`src/rtl/layer_sequencer.sv`:
```
// layer_sequencer: steps an MLP datapath through up to MAX_LAYERS layers, loading
// each layer's descriptor, pushing its four weight bytes and awaiting completion.
module layer_sequencer #(
    parameter int MAX_LAYERS = 4,
    parameter int TIMEOUT    = 255
) (
    input  logic                          clk,
    input  logic                          reset,
    input  logic                          cfg_wr_en,
    input  logic [$clog2(MAX_LAYERS)-1:0] cfg_wr_layer,
    input  logic [1:0]                    cfg_wr_addr,
    input  logic [31:0]                   cfg_wr_data,
    input  logic [3:0]                    num_layers,
    input  logic                          start,
    input  logic                          layer_complete,
    output logic                          busy,
    output logic                          done,
    output logic                          err,
    output logic [2:0]                    layer_idx,
    output logic                          wf_reset,
    output logic                          wf_push_col0,
    output logic                          wf_push_col1,
    output logic [7:0]                    wf_data_in,
    output logic                          start_mlp,
    output logic                          weights_ready,
    output logic signed [15:0]            norm_gain,
    output logic signed [31:0]            norm_bias,
    output logic [4:0]                    norm_shift,
    output logic signed [15:0]            q_inv_scale,
    output logic signed [7:0]             q_zero_point
);
    localparam int            LW      = $clog2(MAX_LAYERS);
    localparam int            CW      = $clog2(TIMEOUT + 1);
    localparam logic [CW-1:0] TO_LAST = CW'(TIMEOUT - 1);
    localparam logic [3:0]    MAX_L   = 4'(MAX_LAYERS);

    typedef enum logic [3:0] {
        S_IDLE, S_CLR, S_PUSH, S_ARM, S_WAIT_HI, S_WAIT_LO, S_NEXT, S_FINISH, S_ERROR
    } state_t;

    state_t               r_state, w_next;
    logic [31:0]          r_tab [MAX_LAYERS][4];
    logic [2:0]           r_layer_idx;
    logic [3:0]           r_eff;
    logic [3:0]           w_eff;
    logic                 r_err;
    logic [1:0]           r_push_cnt;
    logic [CW-1:0]        r_to_cnt;
    logic [31:0]          w_weights;
    logic signed [15:0]   r_norm_gain;
    logic signed [31:0]   r_norm_bias;
    logic [4:0]           r_norm_shift;
    logic signed [15:0]   r_q_inv_scale;
    logic signed [7:0]    r_q_zero_point;

    assign w_weights = r_tab[r_layer_idx[LW-1:0]][0];

    always_comb begin
        w_eff = num_layers;
        if (num_layers == 4'd0)
            w_eff = 4'd1;
        else if (num_layers > MAX_L)
            w_eff = MAX_L;
    end

    always_comb begin
        w_next        = r_state;
        busy          = 1'b1;
        done          = 1'b0;
        wf_reset      = 1'b0;
        wf_push_col0  = 1'b0;
        wf_push_col1  = 1'b0;
        wf_data_in    = 8'd0;
        start_mlp     = 1'b0;
        weights_ready = 1'b0;
        case (r_state)
            S_IDLE: begin
                busy = 1'b0;
                if (start)
                    w_next = S_CLR;
            end
            S_CLR: begin
                wf_reset = 1'b1;
                w_next   = S_PUSH;
            end
            S_PUSH: begin
                // bytes 0,1 go to column 0, bytes 2,3 to column 1
                wf_push_col0 = ~r_push_cnt[1];
                wf_push_col1 = r_push_cnt[1];
                wf_data_in   = w_weights[{r_push_cnt, 3'b000} +: 8];
                if (r_push_cnt == 2'd3)
                    w_next = S_ARM;
            end
            S_ARM: begin
                start_mlp     = 1'b1;
                weights_ready = 1'b1;
                w_next        = S_WAIT_HI;
            end
            S_WAIT_HI: begin
                if (layer_complete)
                    w_next = S_WAIT_LO;
                else if (r_to_cnt == TO_LAST)
                    w_next = S_ERROR;
            end
            S_WAIT_LO: begin
                if (!layer_complete)
                    w_next = S_NEXT;
                else if (r_to_cnt == TO_LAST)
                    w_next = S_ERROR;
            end
            S_NEXT: begin
                if ({1'b0, r_layer_idx} == (r_eff - 4'd1))
                    w_next = S_FINISH;
                else
                    w_next = S_CLR;
            end
            S_FINISH: begin
                done   = 1'b1;
                w_next = S_IDLE;
            end
            S_ERROR: w_next = S_IDLE;
            default: w_next = S_IDLE;
        endcase
    end

    always_ff @(posedge clk) begin
        if (reset) begin
            r_state        <= S_IDLE;
            r_layer_idx    <= 3'd0;
            r_eff          <= 4'd0;
            r_err          <= 1'b0;
            r_push_cnt     <= 2'd0;
            r_to_cnt       <= '0;
            r_norm_gain    <= '0;
            r_norm_bias    <= '0;
            r_norm_shift   <= '0;
            r_q_inv_scale  <= '0;
            r_q_zero_point <= '0;
        end else begin
            r_state <= w_next;
            if (r_state == S_IDLE && start) begin
                r_eff       <= w_eff;
                r_err       <= 1'b0;
                r_layer_idx <= 3'd0;
            end
            if (r_state == S_ERROR)
                r_err <= 1'b1;
            if (r_state == S_NEXT && w_next == S_CLR)
                r_layer_idx <= r_layer_idx + 3'd1;
            r_push_cnt <= (r_state == S_PUSH) ? r_push_cnt + 2'd1 : 2'd0;
            // shared wait counter restarts on every state change
            if (w_next != r_state)
                r_to_cnt <= '0;
            else if (r_state == S_WAIT_HI || r_state == S_WAIT_LO)
                r_to_cnt <= r_to_cnt + CW'(1);
            if (r_state == S_CLR) begin
                r_norm_gain    <= r_tab[r_layer_idx[LW-1:0]][1][15:0];
                r_norm_shift   <= r_tab[r_layer_idx[LW-1:0]][1][20:16];
                r_norm_bias    <= r_tab[r_layer_idx[LW-1:0]][2];
                r_q_inv_scale  <= r_tab[r_layer_idx[LW-1:0]][3][15:0];
                r_q_zero_point <= r_tab[r_layer_idx[LW-1:0]][3][23:16];
            end
        end
    end

    always_ff @(posedge clk) begin
        if (reset) begin
            for (int i = 0; i < MAX_LAYERS; i++)
                for (int j = 0; j < 4; j++)
                    r_tab[i][j] <= 32'd0;
        end else if (cfg_wr_en && r_state == S_IDLE) begin
            r_tab[cfg_wr_layer][cfg_wr_addr] <= cfg_wr_data;
        end
    end

    assign err          = r_err;
    assign layer_idx    = r_layer_idx;
    assign norm_gain    = r_norm_gain;
    assign norm_bias    = r_norm_bias;
    assign norm_shift   = r_norm_shift;
    assign q_inv_scale  = r_q_inv_scale;
    assign q_zero_point = r_q_zero_point;
endmodule

```
`config.mk`:
```
export PLATFORM = sky130hd
export DESIGN_NAME = layer_sequencer
export DESIGN_NICKNAME = d
export VERILOG_FILES = /design/src/rtl/layer_sequencer.sv
export SDC_FILE = /design/constraint.sdc
export NUM_CORES = 1
export LEC_CHECK = 0
export CAP_MARGIN = 0
export CORE_UTILIZATION = 25
export DETAILED_ROUTE_END_ITERATION = 10
export GPL_ROUTABILITY_DRIVEN = 0
export PLACE_DENSITY_LB_ADDON = 0.3
export SYNTH_ARGS = -nofsm -noshare
export SYNTH_HDL_FRONTEND = slang
export SYNTH_SLANG_ARGS = --single-unit
```
`constraint.sdc`:
```
create_clock -name clk -period 4.3 [get_ports clk]
set_input_delay 1.29 -clock clk [delete_from_list [all_inputs] [get_ports clk]]
set_output_delay 1.29 -clock clk [all_outputs]
set_load 0.005 [all_outputs]
```
==> results.toml <==
[detailed_routing]
wl_met3_um = 3213
ant_nets = 0
wl_met2_um = 30370
viasPerCell = 4.380
drtIter0Drc = 768
wl_per_cell_um = 20.76
remaining_drc_errors = 0
top_layer_used = "met5"
firstDrtPassIters = 5
vias = 13036
met1_length_um = 26850
wl_um = 61790

[setup_path]
r2r-end = "r_tab[0][0]"
r2r_start = "r_state[0]"
r2r_cells = 5
cp-end-kind = "output port"
worstPathRequired_ns = 3.01
cp_max_fo = 5
startpoint_type = "flip-flop"
worst-r2r-setup-slack_ns = 1.33
path_class = "flip-flop to output port"
arrival_ns = 2.93

[sta]
maxSlewHeadroom_pct = 33.11
period_needed_ns = 4.216
hold_slack_ns = 0.4534
hold_viol = 0
setup_viol = 0
period_share_pct = 98.05
rsz0062_at_grt = "yes"
clock.fmax_mhz = 237.2
worstMarginPinSlew_ns = 1.000
fin_setup_tns_ns = 0
fin_skew_ns = 0.02406
slew_viol_final = 0

[pwr]
cellLeakagePower_nw = 9.650
netSwitchingFraction_pct = 22.57
worst_ir_drop_vdd_v = 0.0002994
power_frac_seq_pct = 51.3
pwr-share-comb_pct = 6.3
internal_power_mw = 8.889
powerDensity_nw_per_um2 = 413.7
power_mw = 11.48
power.share.clock_pct = 42.4
p_switching_mw = 2.591

[clock_tree]
cts.sinks = 537
cts_made_buffers = 58
clk_path_buf_depth = 3
clk_pin_slew_ns = 0.06
tritoncts = "built"
clock_latency_ns = 0.62
h-tree-depth = 2
cts-root-buf = "clkbuf_16"

[logic_synthesis]
netlist.area_leader.share_pct = 57.02
synth_mux_area_share_pct = 11.48
yosys_most_used_dff = "edfxtp_1"
synth_simple_gate_area_share_pct = 17.25
synth_warnings = 0
synth_area_leaders = "edfxtp_1, and2_1, mux4_2, dfxtp_1, nand2_1"
synth_edf_count = 436
syn-num-nets = 1664
synth_cell_type_count = 44
ys_seq_area_share_pct = 65.82
syn_inst = 1614
synthXorXnorAreaFrac_pct = 0.4196
yosysTopAreaCell = "edfxtp_1"
synth_fa_ha_area_share_pct = 0.2724
synth_compound_area_share_pct = 2.485
synth-async-reset-ratio_pct = 0
syn_area_um2 = 22960
synth_top_family_by_area = "simple AND/OR/NAND/NOR gates"
avgSynthCellArea_um2 = 14.23
ys_seq_elements = 537

[die]
die_h_um = 305.1
io_pins = 141
num_rows = 110
die_area_um2 = 93060
initial_utilization_pct = 25.36
die_x_um = 305.1
fp.coreArea_um2 = 90560

[global_routing]
grt_max_degree = 78
grt_pass1_vias = 13419
grt_pass1_wl_um = 90630
grt_use_total_pct = 13.17
antenna_found_initial = 8
gr-total-overflow = 0

[hold_path]
hp-start = "norm_bias[27]"
hold_depth = 2
timing.hold.worst_endpoint = "norm_bias[27]"
hp-class = "flip-flop to flip-flop"

[finish]
layout_common_cells = "and2_1, edfxtp_1, nand2_1, clkdlybuf4s50_1, mux4_2"
drive_gt1_share_pct = 15.82
stdcell_count = 2976
nNetsFinal = 1796
area_growth_pct = 20.84

[placed_design]
dp_cells = 2854
dp_hpwl_um = 38740
portBuffers = 140

[status]
status = "finished clean"

[flow_run]
drv_cap = 0
## power by group through the flow
stage	Sequential, mW	Combinational, mW	Clock [mW]
finish	5.89	0.724	4.86
global route	5.91	0.792	5.17
CTS	5.90	0.750	4.98
detailed placement	6.01	0.748	0
global placement	6.00	0.744	0
floorplan	5.97	0.358	0
## cell families after synthesis
kind of cell	after synthesis
simple gates	708
flops	537
buf+inv	131
mux	117
compound gates	105
xor+xnor	11
fa+ha+maj	5
## layout make-up
class                   instances  area (µm²)
fillers                      9011       62810
flip-flops and latches        537       15120
multi-input cells             946        7337
repair buffers                196        1932
clock buffers                  83        1618
well taps                    1176        1471
clock inverters                26       229.0
inverters                       7       26.28
diodes                          5       12.51
## what timing repair did
action | CTS | global route
setup endpoints to repair | 7 | 5
buffers inserted | 3 | 5
hold endpoints to repair | 0 | 0
hold buffers | 0 | 0
resized for setup | 2 | 4
## how the worst max path moves through the flow
| stage | to | cells after the start | slack [ns] |
|---|---|---|---|
| floorplan | wf_data_in[0] | 5 | 0.99 |
| global placement | wf_data_in[0] | 5 | 0.53 |
| detailed placement | wf_data_in[6] | 5 | 0.52 |
| CTS | wf_data_in[5] | 5 | 0.0006 |
| global route | wf_data_in[2] | 5 | -0.006 |
| finish | wf_data_in[2] | 5 | 0.08 |
## metal layers
metal	vias up	GRT usage, %
met1	6620	17.08
met3	85	2.914
met4	8	3.594
met2	281	22.02
met5	-	0
li1	6042	-
## synth_stat cells (7+ instances only)
cell      count
a21oi_1      87
and2_1      436
and3_1       10
buf_2        13
clkbuf_1    107
dfxtp_1     101
edfxtp_1    436
mux4_2      117
nand2_1     165
nor2_1       40
o211ai_1      7
or2_2        18
xor2_1        8
## critical path: stages (launching register included)
cell	delay, ns
dfxtp_4	0.41
buf_4	0.17
mux4_2	0.50
mux4_2	0.56
and3_1	0.22
clkdlybuf4s50_1	0.44
## registers in the layout, indices dropped and copies added (netlist names), named ones only
signal,cells
r_tab,436
norm_bias,32
norm_gain,16
q_inv_scale,16
q_zero_point,8
r_to_cnt,8
norm_shift,5
r_eff,4
r_state,4
layer_idx,3
r_push_cnt,2
err,1
## through the flow
stage / setup WS, ns / util (%) / cell area [µm²]
after floorplan: 0.9896 / - / 22960
after global placement: 0.5298 / 28.47 / 25790
after detailed placement: 0.5204 / 28.47 / 25790
after CTS: 0.0006175 / 30.55 / 27670
after global routing: -0.006146 / 30.63 / 27740
final: 0.08375 / 30.64 / 27750
No activity file was read; power rests on OpenSTA's default activity.
